===== src/rtl/laser_sweep_ctrl_pkg.sv =====
// Shared types and constants for the LASER two-circle sweep scheduler.
package laser_pkg;

    // Controller states, in the order a normal search visits them.
    typedef enum logic [2:0] {
        IDLE   = 3'd0,
        INIT   = 3'd1,
        SWEEP1 = 3'd2,
        SWEEP2 = 3'd3,
        CHECK  = 3'd4,
        OUTPUT = 3'd5
    } state_t;

    localparam int COORD_W = 4;
    localparam int N_PTS   = 40;

    // Starting centers: spread the two circles across the grid diagonal.
    localparam logic [COORD_W-1:0] INIT_C1_X = 4'd4;
    localparam logic [COORD_W-1:0] INIT_C1_Y = 4'd4;
    localparam logic [COORD_W-1:0] INIT_C2_X = 4'd11;
    localparam logic [COORD_W-1:0] INIT_C2_Y = 4'd11;

endpackage


===== src/rtl/laser_sweep_ctrl_if.sv =====
// Candidate-evaluation handshake between the sweep controller (master)
// and the external coverage evaluator (slave).
interface laser_sweep_ctrl_if #(
    parameter int CNT_W = 6
);
    logic             eval_req;
    logic             eval_ack;
    logic [CNT_W-1:0] eval_cnt;
    logic [3:0]       cand_x;
    logic [3:0]       cand_y;
    logic [3:0]       fix_x;
    logic [3:0]       fix_y;

    modport master (
        output eval_req, cand_x, cand_y, fix_x, fix_y,
        input  eval_ack, eval_cnt
    );

    modport slave (
        input  eval_req, cand_x, cand_y, fix_x, fix_y,
        output eval_ack, eval_cnt
    );
endinterface


===== src/rtl/laser_raster_cnt.sv =====
// Raster candidate index: y in the upper nibble, x in the lower, so a plain
// increment walks x inner / y outer and wraps 255 -> 0 at the end of a sweep.
module laser_raster_cnt (
    input  logic       i_clk,
    input  logic       i_rst,
    input  logic       i_clr,
    input  logic       i_adv,
    output logic [3:0] o_cand_x,
    output logic [3:0] o_cand_y,
    output logic       o_last
);
    logic [7:0] r_idx;

    // Index register: cleared outside sweeps, advanced on each accepted candidate.
    always_ff @(posedge i_clk) begin
        if (i_rst || i_clr) begin
            r_idx <= 8'd0;
        end else if (i_adv) begin
            r_idx <= r_idx + 8'd1;
        end
    end

    assign o_cand_x = r_idx[3:0];
    assign o_cand_y = r_idx[7:4];
    assign o_last   = (r_idx == 8'hFF);
endmodule


===== src/rtl/laser_sweep_ctrl.sv =====
// Sweep scheduler for the LASER two-circle coverage search.
// Optional feature macro: LASER_EARLY_EXIT_EN (full coverage ends the search
// immediately with the current candidate).
//
//   state  | meaning
//   IDLE   | waiting for start
//   INIT   | load starting centers, clear pass history
//   SWEEP1 | raster C1 candidates against fixed C2
//   SWEEP2 | raster C2 candidates against fixed C1
//   CHECK  | decide between another pass pair and finishing
//   OUTPUT | one-cycle DONE strobe
module laser_sweep_ctrl
    import laser_pkg::*;
#(
    parameter int MAX_ITER = 4,
    parameter int CNT_W    = 6
) (
    input  logic               CLK,
    input  logic               RST,
    input  logic               start,
    output logic               busy,
    laser_sweep_ctrl_if.master eval_bus,
    output logic [COORD_W-1:0] C1X,
    output logic [COORD_W-1:0] C1Y,
    output logic [COORD_W-1:0] C2X,
    output logic [COORD_W-1:0] C2Y,
    output logic               DONE
);
    state_t             r_state;
    logic               r_busy;
    logic               r_eval_req;
    logic               r_done;
    logic [COORD_W-1:0] r_fix_x, r_fix_y;
    logic [COORD_W-1:0] r_c1x, r_c1y, r_c2x, r_c2y;
    logic [COORD_W-1:0] r_best_x, r_best_y;
    logic [CNT_W-1:0]   r_best_cnt;
    logic [CNT_W-1:0]   r_prev_total;
    logic [2:0]         r_iter;

    logic               w_hs;
    logic               w_better;
    logic               w_full;
    logic               w_last;
    logic               w_clr;
    logic [COORD_W-1:0] w_sel_x, w_sel_y;
    logic [COORD_W-1:0] w_cand_x, w_cand_y;

    assign w_hs     = r_eval_req && eval_bus.eval_ack;
    assign w_better = w_hs && (eval_bus.eval_cnt > r_best_cnt);
    assign w_full   = w_hs && (eval_bus.eval_cnt == CNT_W'(N_PTS));
    assign w_clr    = (r_state != SWEEP1) && (r_state != SWEEP2);
    // Winner of the sweep including the sample being accepted this cycle.
    assign w_sel_x  = w_better ? w_cand_x : r_best_x;
    assign w_sel_y  = w_better ? w_cand_y : r_best_y;

    laser_raster_cnt u_raster (
        .i_clk    (CLK),
        .i_rst    (RST),
        .i_clr    (w_clr),
        .i_adv    (w_hs),
        .o_cand_x (w_cand_x),
        .o_cand_y (w_cand_y),
        .o_last   (w_last)
    );

    assign eval_bus.cand_x   = w_cand_x;
    assign eval_bus.cand_y   = w_cand_y;
    assign eval_bus.eval_req = r_eval_req;
    assign eval_bus.fix_x    = r_fix_x;
    assign eval_bus.fix_y    = r_fix_y;
    assign busy = r_busy;
    assign DONE = r_done;
    assign C1X  = r_c1x;
    assign C1Y  = r_c1y;
    assign C2X  = r_c2x;
    assign C2Y  = r_c2y;

    // Search FSM with all outputs registered.
    always_ff @(posedge CLK) begin
        if (RST) begin
            r_state      <= IDLE;
            r_busy       <= 1'b0;
            r_eval_req   <= 1'b0;
            r_done       <= 1'b0;
            r_fix_x      <= '0;
            r_fix_y      <= '0;
            r_c1x        <= '0;
            r_c1y        <= '0;
            r_c2x        <= '0;
            r_c2y        <= '0;
            r_best_x     <= '0;
            r_best_y     <= '0;
            r_best_cnt   <= '0;
            r_prev_total <= '0;
            r_iter       <= '0;
        end else begin
            r_done <= 1'b0;
            case (r_state)
                IDLE: begin
                    if (start) begin
                        r_busy  <= 1'b1;
                        r_state <= INIT;
                    end
                end
                INIT: begin
                    r_c1x        <= INIT_C1_X;
                    r_c1y        <= INIT_C1_Y;
                    r_c2x        <= INIT_C2_X;
                    r_c2y        <= INIT_C2_Y;
                    r_prev_total <= '0;
                    r_iter       <= '0;
                    r_best_cnt   <= '0;
                    r_best_x     <= '0;
                    r_best_y     <= '0;
                    r_fix_x      <= INIT_C2_X;
                    r_fix_y      <= INIT_C2_Y;
                    r_eval_req   <= 1'b1;
                    r_state      <= SWEEP1;
                end
                SWEEP1: begin
                    if (w_better) begin
                        r_best_cnt <= eval_bus.eval_cnt;
                        r_best_x   <= w_cand_x;
                        r_best_y   <= w_cand_y;
                    end
                    if (w_hs && w_last) begin
                        r_c1x      <= w_sel_x;
                        r_c1y      <= w_sel_y;
                        r_fix_x    <= w_sel_x;
                        r_fix_y    <= w_sel_y;
                        r_best_cnt <= '0;
                        r_best_x   <= '0;
                        r_best_y   <= '0;
                        r_state    <= SWEEP2;
                    end
`ifdef LASER_EARLY_EXIT_EN
                    if (w_full) begin
                        r_c1x      <= w_cand_x;
                        r_c1y      <= w_cand_y;
                        r_eval_req <= 1'b0;
                        r_done     <= 1'b1;
                        r_state    <= OUTPUT;
                    end
`endif
                end
                SWEEP2: begin
                    if (w_better) begin
                        r_best_cnt <= eval_bus.eval_cnt;
                        r_best_x   <= w_cand_x;
                        r_best_y   <= w_cand_y;
                    end
                    // best_cnt survives the end of SWEEP2 so CHECK can judge the pair.
                    if (w_hs && w_last) begin
                        r_c2x      <= w_sel_x;
                        r_c2y      <= w_sel_y;
                        r_eval_req <= 1'b0;
                        r_state    <= CHECK;
                    end
`ifdef LASER_EARLY_EXIT_EN
                    if (w_full) begin
                        r_c2x      <= w_cand_x;
                        r_c2y      <= w_cand_y;
                        r_eval_req <= 1'b0;
                        r_done     <= 1'b1;
                        r_state    <= OUTPUT;
                    end
`endif
                end
                CHECK: begin
                    r_iter <= r_iter + 3'd1;
                    if ((r_best_cnt > r_prev_total) && (int'(r_iter) + 1 < MAX_ITER)) begin
                        r_prev_total <= r_best_cnt;
                        r_best_cnt   <= '0;
                        r_best_x     <= '0;
                        r_best_y     <= '0;
                        r_fix_x      <= r_c2x;
                        r_fix_y      <= r_c2y;
                        r_eval_req   <= 1'b1;
                        r_state      <= SWEEP1;
                    end else begin
                        r_done  <= 1'b1;
                        r_state <= OUTPUT;
                    end
                end
                OUTPUT: begin
                    r_busy  <= 1'b0;
                    r_state <= IDLE;
                end
                default: begin
                    r_state <= IDLE;
                end
            endcase
        end
    end
endmodule


===== src/flat_wrapper.sv =====
// flat-port wrapper written by rule: the top's interface ports become plain ports
module laser_sweep_ctrl_flat import laser_pkg::*;
#(
    parameter int MAX_ITER = 4,
    parameter int CNT_W    = 6
)
  (CLK, RST, start, busy, C1X, C1Y, C2X, C2Y, DONE, eval_bus_eval_req, eval_bus_cand_x, eval_bus_cand_y, eval_bus_fix_x, eval_bus_fix_y, eval_bus_eval_ack, eval_bus_eval_cnt);
  laser_sweep_ctrl_if #(.CNT_W(CNT_W)) eval_bus_i ();
  input  logic CLK;
  input  logic RST;
  input  logic start;
  output logic busy;
  output logic [COORD_W-1:0] C1X;
  output logic [COORD_W-1:0] C1Y;
  output logic [COORD_W-1:0] C2X;
  output logic [COORD_W-1:0] C2Y;
  output logic DONE;
  output wire logic [$bits(eval_bus_i.eval_req)-1:0] eval_bus_eval_req;
  output wire logic [$bits(eval_bus_i.cand_x)-1:0] eval_bus_cand_x;
  output wire logic [$bits(eval_bus_i.cand_y)-1:0] eval_bus_cand_y;
  output wire logic [$bits(eval_bus_i.fix_x)-1:0] eval_bus_fix_x;
  output wire logic [$bits(eval_bus_i.fix_y)-1:0] eval_bus_fix_y;
  input wire logic [$bits(eval_bus_i.eval_ack)-1:0] eval_bus_eval_ack;
  input wire logic [$bits(eval_bus_i.eval_cnt)-1:0] eval_bus_eval_cnt;
  assign eval_bus_eval_req = eval_bus_i.eval_req;
  assign eval_bus_cand_x = eval_bus_i.cand_x;
  assign eval_bus_cand_y = eval_bus_i.cand_y;
  assign eval_bus_fix_x = eval_bus_i.fix_x;
  assign eval_bus_fix_y = eval_bus_i.fix_y;
  assign eval_bus_i.eval_ack = eval_bus_eval_ack;
  assign eval_bus_i.eval_cnt = eval_bus_eval_cnt;
  laser_sweep_ctrl #(.MAX_ITER(MAX_ITER), .CNT_W(CNT_W)) u_core (.CLK(CLK), .RST(RST), .start(start), .busy(busy), .eval_bus(eval_bus_i), .C1X(C1X), .C1Y(C1Y), .C2X(C2X), .C2Y(C2Y), .DONE(DONE));
endmodule

===== config.mk =====
export PLATFORM = sky130hd
export DESIGN_NAME = laser_sweep_ctrl_flat
export DESIGN_NICKNAME = d
export VERILOG_FILES = /design/src/rtl/laser_sweep_ctrl_pkg.sv /design/src/rtl/laser_sweep_ctrl_if.sv /design/src/rtl/laser_raster_cnt.sv /design/src/rtl/laser_sweep_ctrl.sv /design/src/flat_wrapper.sv
export SDC_FILE = /design/constraint.sdc
export NUM_CORES = 1
export LEC_CHECK = 0
export CAP_MARGIN = 20
export CORE_MARGIN = 2
export CORE_UTILIZATION = 30
export DETAILED_ROUTE_END_ITERATION = 10
export HOLD_SLACK_MARGIN = 0.02
export PLACE_DENSITY_LB_ADDON = 0.2
export SLEW_MARGIN = 20
export SYNTH_ARGS = -nofsm -noshare
export SYNTH_HDL_FRONTEND = slang
export SYNTH_SLANG_ARGS = --single-unit
export TNS_END_PERCENT = 50

===== constraint.sdc =====
create_clock -name CLK -period 2.7 [get_ports CLK]
set_input_delay 0.405 -clock CLK [delete_from_list [all_inputs] [get_ports CLK]]
set_output_delay 0.405 -clock CLK [all_outputs]
set_load 0.1 [all_outputs]

### Word level (Yosys, flattened, before mapping)

Index checks and enable logic that the tools add are counted.

* eq/ne operators: 12
* bitwise gates (word level): 1
* order comparisons: 3
* multiplexer cells: 35
* $add $sub $neg: 3
* reduce and logical (&&, ||, !) cells: 23

Operator list (number)
* 2-to-1 mux 4 bit: 9
* < comparator 32 x 4 -> 1 bit, second input constant: 1
* case mux 4 bit (2 select lines): 4
* case mux 4 bit (4 select lines): 2
* 2-to-1 mux 6 bit: 4
* case mux 4 bit (3 select lines): 2
* case mux 6 bit (4 select lines): 1
* case mux 3 bit (5 select lines): 1
* > comparator 6 bit: 2
* 2-to-1 mux 3 bit: 4
* case mux 6 bit (2 select lines): 1
* AND reduction 2 bit: 5
* AND reduction 3 bit: 3
* adder 8 x 1 -> 8 bit, second input constant: 1
* equality test 8 bit, second input constant: 1
* nonzero test 2 bit: 4
* equality test 3 x 2 -> 1 bit, second input constant: 2
* equality test 3 bit, second input constant: 2
* inequality test 2 x 1 -> 1 bit, second input constant: 3
* inequality test 3 x 2 -> 1 bit, second input constant: 2
* case mux 3 bit (2 select lines): 1
* nonzero test 3 bit: 2
* logical AND 1 bit: 5
* adder 3 x 1 -> 4 bit, second input constant: 1
* 11 further kinds: 14

* bits in registers: 61
* input bits: 10
* logic and storage cells: 93

### Depth between registers and ports, before layout

Gate-level depths: netlist of the first run.

* depth after elaboration: 5
* depth in mapped cells: 9
* depth with buffers taken out: 8

### Cells and area by module

From an unflattened synthesis of the first run, not the netlist that was laid out.

* cell total of the unflattened synthesis: 336
* area, all modules: 2975.4 um^2

By module, submodules not included
* laser_sweep_ctrl: cells each 296, area an instance 2620.0 um^2, times used 1
* laser_raster_cnt: cells each 40, area an instance 355.3 um^2, times used 1

### Worst setup path after synthesis of the first run

No wires, ideal clock.

* kind: reg-to-reg
* from: register u_core.u_raster.r_idx[0]
* to: register u_core.r_c2y[0] (netlist: u_core.C2Y[0])
* buffers on the path: 2
* setup time: 86 ps
* stages on the path, launching flop included: 9
* arrival time: 2550 ps
* data required time: 2614 ps
* path slack: 63 ps
* path through: dfxtp_1 ha_1 and3_1 clkbuf_1 nand4_1 nor3_2 buf_2 nor3_1 a211oi_1

* longest elaborated chain between the ends: 4

Ends and longest elaborated chain
* start: declaration: line laser_raster_cnt.sv:12 `logic [7:0] r_idx;`
* start signal: assignment: line laser_raster_cnt.sv:19 `r_idx <= r_idx + 8'd1;`
* equality test 8 bit: line laser_raster_cnt.sv:25 `assign o_last = (r_idx == 8'hFF);`
* logical AND 1 bit: line laser_sweep_ctrl.sv:153 `if (w_hs && w_last) begin`
* inequality test 2 x 1 -> 1 bit (no source line)
* AND reduction 2 bit (no source line)
* end signal: assignment: line laser_sweep_ctrl.sv:155 `r_c2y <= w_sel_y;`
* end: declaration: line laser_sweep_ctrl.sv:34 `logic [COORD_W-1:0] r_c1x, r_c1y, r_c2x, r_c2y;`

No other way between the ends.
A chain may end at the register's enable or synchronous reset.

### Final worst setup path of the first run

* from: register u_core.r_prev_total[1]
* to: register u_core.r_prev_total[3]

* longest elaborated chain between the ends: 4

Ends and longest elaborated chain
* start: declaration: line laser_sweep_ctrl.sv:37 `logic [CNT_W-1:0] r_prev_total;`
* start signal: assignment: line laser_sweep_ctrl.sv:172 `r_prev_total <= r_best_cnt;`
* > comparator 6 bit: line laser_sweep_ctrl.sv:171 `if ((r_best_cnt > r_prev_total) && (int'(r_iter) + 1 < MAX_ITER)) begin`
* logical AND 1 bit: line laser_sweep_ctrl.sv:171
* inequality test 2 x 1 -> 1 bit (no source line)
* AND reduction 2 bit (no source line)

No other way between the ends.

==> implementation parameters, run 1 <==
Parameter                              Value

Pwr
  Worst ir drop on vdd ... 0.246 mV
  Power Density ... 640 mW/mm^2
  Total leakage power ... 1.38 nW

Detailed routing
  Via count ... 2407
  Remaining DRCs ... 0
  Uppermost signal routing layer after detailed routing ... met4
  Sum of met3 wire segment lengths after detailed routing ... 326 um
  Initial DRC Count ... 114
  Count of nets left with antenna violations after detail routing ... 0
  Number of detailed-route iterations in the first pass ... 4
  Met1 WL ... 3.66 mm
  Routed wire length ... between 7 and 8 mm
  Vias per Instance ... 4.88
  Routed length per placed instance ... between 10 and 15 um
  Total met2 wirelength after detailed routing ... 3.02 mm

STA
  Total of endpoints with negative setup slack in the final report ... 0
  Number of max-slew violations in the final report ... 0
  Setup repair after global routing missed its margin ... false
  Fin crit period ... 2.33 ns
  Minimum setup slack in the final design ... 0.370 ns
  Clock tree skew after final layout ... 0.00976 ns
  Worst-margin pin slew ... 0.681 ns
  Relative slew margins ... 54.2%
  Hold Fails Final Rpt ... 0
  Fraction of the cycle the final worst path needs ... a little under nine tenths
  Max frequency ... 429 MHz
  Post-route setup TNS ... 0 ns

Synth
  Biggest area contributors in the synthesized netlist ... sky130_fd_sc_hd__dfxtp_1 43%, sky130_fd_sc_hd__ha_1 6.2%, sky130_fd_sc_hd__a21oi_1 4.8%, sky130_fd_sc_hd__nand2_1 4.4%, sky130_fd_sc_hd__mux2i_1 3.9%
  Syn Inst Count ... 316
  Count of state elements after synthesis ... about 60
  Post-synthesis cell area ... 0.00283 mm^2
  Synthesized area per cell ... 8.95 um^2
  Yosys top cell area share ... 43.2%
  Proportion of synthesized chip area in sequential cells ... between 40% and 50%
  Post-Synthesis Net Count ... 340
  Async set-or-reset flop fraction in the synthesized netlist ... 0%
  Distinct cell type count after synthesis ... 44
  Yosys synthesis warning count ... 0
  Most common flop cell mapped by yosys ... sky130_fd_sc_hd__dfxtp_1
  Post-synth top area cell ... sky130_fd_sc_hd__dfxtp_1
  EDFF count, synth ... 0

Layout
  Total of fill cells in the finished design ... 955
  Layout area overhead ... 29.1%
  Final design utilization ... about two fifths
  Cell area after layout ... 0.00365 mm^2
  Fraction of final layout cells sized beyond drive strength 1 ... 21.2%
  Fin nets ... 401
  Count of antenna diodes in the layout ... 0

GRT
  Total track usage ... 15.1%
  Antenna violations before repair ... 0
  Remaining Overflow, GRT ... 0
  Wire length of the first global-routing pass ... 12.0 mm
  Maximum number of pins on one net before global-route repair ... 33
  Number of global-route vias before repair ... 2309

Clocking
  Clock-pin transition on the worst setup and hold timing paths ... 0.07 ns
  CTS Root Buffer Type ... sky130_fd_sc_hd__clkbuf_8
  Number of buffers added for setup after CTS ... 0
  Number of instances resized during post-cts repair ... 0
  Maximum root-to-sink buffer count ... 2
  Clock Latency Late Sink ... about 0.33 ns
  Number of sinks driven by the clock tree ... 61
  Number of buffers added by the clock tree synthesis step ... 9
  Hold-fix buffers, CTS ... 0
  H-tree depth ... 3
  TritonCTS clock tree ... built

Die
  Die area ... 0.0102 mm^2
  Starting density of the core ... 30.7%
  Overall die width ... between 100 and 150 um
  Area of the core ... 0.00920 mm^2
  I/O Pins ... between 40 and 50
  DIE HEIGHT ... 101 um
  Core Rows ... 35

Worst setup path
  Cell mode on critical path ... sky130_fd_sc_hd__a21oi_1
  Maximum single-stage delay on the critical path ... 0.47 ns
  Data arrival, critical path ... 2.59 ns
  Chain of cells forming the critical path ... inv_1, ha_1, nor2b_1, o21ai_0, a311oi_4, buf_4, a21oi_1, nand2_1, a21oi_1
  Worst Setup End Kind ... register
  Crit path required time ... 2.96 ns
  Worst setup SP type ... register
  Worst path bufs/invs ... 2
  Setup slack, reg-to-reg ... 0.37 ns
  Max stage delay cell, worst path ... sky130_fd_sc_hd__a21oi_1
  Cell family with the largest share of critical-path delay ... compound AO/OA/AOI/OAI gates
  Category of the critical setup timing path ... register to register
  Critical path peak fanout ... 8

Place
  Pre-CTS setup slack ... 0.0565 ns
  Post-Place Cell Area ... 0.00342 mm^2
  Weighted congestion at the end of routability-driven global placement ... 0.832
  Port Buffer Count ... 44
  HPWL after detailed placement ... roughly 5.3 mm

Hold path
  HP Class ... register to register

Run status
  Outcome ... finished, final reports clean

Job
  # Max-Cap Violations ... 0
## state kept, by name, indices dropped and copies added, names as in the netlist
signal,count
u_core.eval_bus.fix_y,4
u_core.busy,1
u_core.eval_bus.fix_x,4
u_core.C1Y,4
u_core.DONE,1
u_core.r_best_y,4
u_core.C2Y,4
u_core.C1X,4
u_core.C2X,4
u_core.u_raster.r_idx,8
u_core.r_prev_total,6
u_core.r_iter,3
u_core.r_state,3
u_core.r_best_x,4
u_core.r_best_cnt,6
u_core.eval_bus.eval_req,1
## where the power goes
group | total (mW) | internal, mW | switching [mW]
logic | 0.452 | 0.118 | 0.334
clock network | 0.924 | 0.571 | 0.352
registers | 0.961 | 0.934 | 0.0274
## synthesized netlist by cell type (5+ instances only)
library cell / n
sky130_fd_sc_hd__o211ai_1: 6
sky130_fd_sc_hd__clkbuf_1: 10
sky130_fd_sc_hd__a211oi_1: 8
sky130_fd_sc_hd__nand2b_1: 11
sky130_fd_sc_hd__mux2i_1: 11
sky130_fd_sc_hd__inv_1: 20
sky130_fd_sc_hd__ha_1: 14
sky130_fd_sc_hd__o21ai_0: 17
sky130_fd_sc_hd__dfxtp_1: 61
sky130_fd_sc_hd__a21oi_1: 27
sky130_fd_sc_hd__nor2_1: 20
sky130_fd_sc_hd__a221oi_1: 6
sky130_fd_sc_hd__a22o_1: 6
sky130_fd_sc_hd__nand3_1: 5
sky130_fd_sc_hd__xor2_1: 5
sky130_fd_sc_hd__nand2_1: 33
sky130_fd_sc_hd__nor3_1: 10
## cells by family (layout without fill, tap and decap cells)
family                     count (synthesis)  count (layout)  share of synthesized area, %
xor gates and xnor gates                   7               7                          2.17
and+or+nand+nor                          100             100                          18.2
DFF                                       61              61                          43.2
muxes                                     11              11                          3.89
buffers and inverters                     36             102                          5.22
adders and majority gates                 14              14                          6.19
AOI/OAI and AO/OA                         87              87                          21.1
## area by class of cell
class,count,area (um^2),share of cell area (%)
Multi-Input combinational cell,219,1460,40.0
Sequential cell,61,1220,33.4
Timing Repair Buffer,66,531,14.5
Clock buffer,13,159,4.35
Tap cell,111,139,3.80
Inverter,20,75.1,2.06
Clock inverter,3,67.6,1.85
## metal layers
metal	GRT usage (%)	vias up
met4	5.30	0
met3	3.81	5
li1	-	1246
met2	20.8	52
met1	22.5	1104
met5	0	-
## placed cells by master (no fill, tap or decap), drive strengths merged, types with 11 or more instances in the layout
cell / synthesis / layout
a21oi: 27 / 27
buf: 6 / 57
nand2: 33 / 33
dfxtp: 61 / 61
inv: 20 / 20
ha: 14 / 14
nand2b: 11 / 11
nor2: 20 / 20
nor3: 11 / 11
o21ai: 17 / 17
clkbuf: 10 / 13
mux2i: 11 / 11
## worst paths after layout
kind / from / endpoint / cells after the start
min reg2reg: u_core.r_prev_total[4] / u_core.r_prev_total[4] / 2
min: u_core.r_prev_total[4] / u_core.r_prev_total[4] / 2
max reg2reg: u_core.r_prev_total[1] / u_core.r_prev_total[3] / 9
max: u_core.r_prev_total[1] / u_core.r_prev_total[3] / 9
## through the flow
stage | hold WS (ns) | std cells | power [mW]
global route | 0.483 | 493 | 2.44
finish | 0.453 | 493 | 2.34
detailed placement | 0.445 | 477 | 1.44
floorplan | 0.424 | 316 | 1.32
CTS | 0.457 | 493 | 2.37
global placement | 0.435 | 477 | 1.44
## worst reg2reg max path: cells and delay by family, from the launching register on
family	cells	cell delay, ns
flops	1	0.33
buf+inv	2	0.27
fa+ha+maj	1	0.29
compound gates	4	1.14
simple gates	2	0.24
Note: power is estimated with default switching activity, not from simulation.
==> run 2, diff against run 1 <==
PLACE_DENSITY_LB_ADDON = 0.25   (was 0.2)
==> run 2 against run 1 <==
Against the previous run:
- first-iteration DRC count rose by 18%
- sequential cell count did not move
- sequential share of layout area rose by 0.32 points
- highest routed layer unchanged
==> implementation parameters, run 2 (synthesized netlist as in run 1, its figures left out) <==
Parameter                              Value

Run status
  Outcome ... finished, final reports clean (unchanged)

Layout
  Leading cell types in the layout, fill and taps excluded ... 61 x sky130_fd_sc_hd__dfxtp_1, 60 x sky130_fd_sc_hd__buf_4, 33 x sky130_fd_sc_hd__nand2_1 (was 61 x sky130_fd_sc_hd__dfxtp_1, 56 x sky130_fd_sc_hd__buf_4, 33 x sky130_fd_sc_hd__nand2_1)
  Fraction of final layout cells sized beyond drive strength 1 ... 21.9% (was 21.2%)
  Largest Register ... u_core.u_raster.r_idx (unchanged)
  Count of antenna diodes in the layout ... 0 (unchanged)
  Fin nets ... 404 (was 401)
  Total of fill cells in the finished design ... 930 (was 955)
  Final design utilization ... 39.3% (was 39.7%)
  Layout area overhead ... 27.9% (was 29.1%)
  Post-Layout Cell Count ... 495 (was 493)
  Leading cell type in the layout, fill and taps excluded ... sky130_fd_sc_hd__dfxtp_1 (unchanged)
  Number of flip-flops under the largest register name ... 8 (unchanged)
  Largest registers ... u_core.u_raster.r_idx: 8 flops, u_core.r_best_cnt: 6 flops, u_core.r_prev_total: 6 flops (unchanged)

Clocking
  TritonCTS clock tree ... built (unchanged)
  Number of buffers added for setup after CTS ... 0 (unchanged)
  Clock-pin transition on the worst setup and hold timing paths ... 0.07 ns (about the same)
  Clock Latency Late Sink ... 0.35 ns (was 0.33 ns)
  Number of sinks driven by the clock tree ... 61 (unchanged)
  H-tree depth ... 3 (unchanged)
  Number of buffers added by the clock tree synthesis step ... 9 (unchanged)
  Maximum root-to-sink buffer count ... 2 (unchanged)
  CTS Root Buffer Type ... sky130_fd_sc_hd__clkbuf_8 (unchanged)

GRT
  Antenna violations before repair ... 0 (unchanged)
  Remaining Overflow, GRT ... 0 (unchanged)
  Wire length of the first global-routing pass ... 11.8 mm (was 12.0 mm)
  Maximum number of pins on one net before global-route repair ... 39 (was 33)
  Total track usage ... 15.1% (about the same)
  Number of global-route vias before repair ... 2235 (was 2309)

Worst setup path
  Cell count of the worst reg-to-reg path ... 10 (was 9)
  Max stage delay cell, worst path ... sky130_fd_sc_hd__a21oi_1 (unchanged)
  Critical path peak fanout ... 7 (was 8)
  Capture instance of the worst register-to-register path ... u_core.r_prev_total[0] (was u_core.r_prev_total[3])
  Worst Setup End Kind ... register (unchanged)
  Launching point of the worst reg2reg path ... u_core.r_prev_total[1] (unchanged)
  Crit path required time ... 2.98 ns (was 2.96 ns)
  Worst path bufs/invs ... 3 (was 2)
  Data arrival, critical path ... 2.75 ns (was 2.59 ns)
  Chain of cells forming the critical path ... inv_1, ha_1, nor2b_1, o21ai_0, a311oi_4, buf_4, buf_4, a21oi_1, nand2_1, a21oi_1 (was inv_1, ha_1, nor2b_1, o21ai_0, a311oi_4, buf_4, a21oi_1, nand2_1, a21oi_1)
  Maximum single-stage delay on the critical path ... 0.51 ns (was 0.47 ns)
  Worst setup SP type ... register (unchanged)
  Setup slack, reg-to-reg ... 0.23 ns (was 0.37 ns)
  Cell family with the largest share of critical-path delay ... compound AO/OA/AOI/OAI gates (unchanged)
  Crit path from ... u_core.r_prev_total[1] (unchanged)
  Category of the critical setup timing path ... register to register (unchanged)

Die
  Overall die width ... 101 um (unchanged)
  Core Rows ... 35 (unchanged)
  I/O Pins ... 45 (unchanged)
  Starting density of the core ... 30.7% (unchanged)
  DIE HEIGHT ... 101 um (unchanged)
  Die area ... 0.0102 mm^2 (unchanged)
  Area of the core ... 0.00920 mm^2 (unchanged)

Hold path
  Worst hold path depth ... 2 (unchanged)
  End of the worst hold path ... u_core.r_prev_total[3] (was u_core.r_prev_total[4])
  Worst hold path startpoint ... u_core.r_prev_total[3] (was u_core.r_prev_total[4])
  HP Class ... register to register (unchanged)

Detailed routing
  Number of detailed-route iterations in the first pass ... 4 (unchanged)
  Routed wire length ... 7.30 mm (was 7.08 mm)
  Via count ... 2448 (was 2407)
  Vias per Instance ... 4.95 (was 4.88)
  Initial DRC Count ... 134 (was 114)
  Count of nets left with antenna violations after detail routing ... 0 (unchanged)
  Remaining DRCs ... 0 (unchanged)
  Routed length per placed instance ... 14.7 um (was 14.4 um)

Place
  Pre-CTS setup slack ... -0.0122 ns (was 0.0565 ns)
  Port Buffer Count ... 44 (unchanged)
  Weighted congestion at the end of routability-driven global placement ... 0.855 (was 0.832)
  HPWL after detailed placement ... 5.39 mm (was 5.32 mm)
  Total placed cells including tap cells ... 480 (was 477)

Pwr
  Overall power ... 2.15 mW (was 2.34 mW)
  Total leakage power ... 1.38 nW (about the same)
  Worst ir drop on vdd ... 0.271 mV (was 0.246 mV)
  Power Density ... 595 mW/mm^2 (was 640 mW/mm^2)

STA
  Clock tree skew after final layout ... 0.0138 ns (was 0.00976 ns)
  Number of max-slew violations in the final report ... 0 (unchanged)
  Relative slew margins ... 55.2% (was 54.2%)
  Total of endpoints with negative setup slack in the final report ... 0 (unchanged)
  Worst-margin pin slew ... 0.671 ns (was 0.681 ns)
  Max frequency ... 405 MHz (was 429 MHz)
  Minimum setup slack in the final design ... 0.230 ns (was 0.370 ns)
  Setup repair after global routing missed its margin ... false (unchanged)
  Fin crit period ... 2.47 ns (was 2.33 ns)
  Hold Fails Final Rpt ... 0 (unchanged)
  Fraction of the cycle the final worst path needs ... 91.5% (was 86.3%)

Job
  # Max-Cap Violations ... 0 (unchanged)
## run 2: changes by cell type in the layout (fill, tap and decap cells not counted), sizes merged
cell,change
buf,+3
clkinvlp,-1
clkinv,+1
bufinv,-2
clkbuf,+1
## run 2: worst reg2reg max path, delay by kind of cell, from the launching register on
| kind | cells | cell delay, ns |
|---|---|---|
| AO/OA/AOI/OAI | 4 | 1.16 |
| buffers and inverters | 3 | 0.39 |
| flip-flops | 1 | 0.33 |
| adder cells (fa/ha/maj) | 1 | 0.29 |
| AND/OR/NAND/NOR | 2 | 0.25 |
## run 2: how the worst max path moves through the flow
| stage | end | cells past startpoint | slack [ns] |
|---|---|---|---|
| final | u_core.r_prev_total[0] | 10 | 0.23 |
| after global routing | u_core.r_prev_total[5] | 10 | 0.002 |
| after CTS | u_core.r_prev_total[3] | 10 | 0.23 |
| after detailed placement | u_core.eval_bus.fix_y[2] | 9 | -0.01 |
| after global placement | u_core.eval_bus.fix_y[2] | 9 | 0.03 |
| after floorplan | u_core.C2Y[0] | 8 | 0.06 |
## run 2: final cells by class
cell class                 count  area, um^2  share of cell area (%)
timing repair buffer          69         541                    14.9
clock buffer                  14         173                    4.78
clock inverter                 1        5.00                   0.138
tap                          111         139                    3.84
sequential                    61        1220                    33.8
inverter                      20        75.1                    2.08
multi-input combinational    219        1460                    40.4
## run 2: per-layer routing
metal  up-vias  part of all wire [%]  global-route usage, %
met1      1126                    51                   22.0
met2        56                    42                   21.2
met4         0                   1.8                   6.24
met3        10                   5.2                   3.26
li1       1256                     -                      -
met5         -                     0                      0
## run 2: where the power goes
part           internal, mW  switching, mW
logic                 0.115          0.329
registers             0.934         0.0334
clock network         0.403          0.339
## run 2: through the flow
step                hold slack, ns  TNS [ns]  area, um^2
floorplan                    0.424         0        2830
global placement             0.435         0        3430
detailed placement           0.445   -0.0181        3430
CTS                          0.453         0        3610
global route                 0.471         0        3620
finish                       0.453         0        3620
## run 2: timing repair
item	CTS	global route
endpoints found under the hold margin	0	0
endpoints found under the setup margin	0	1
hold buffers	0	0
gates resized for setup	0	1
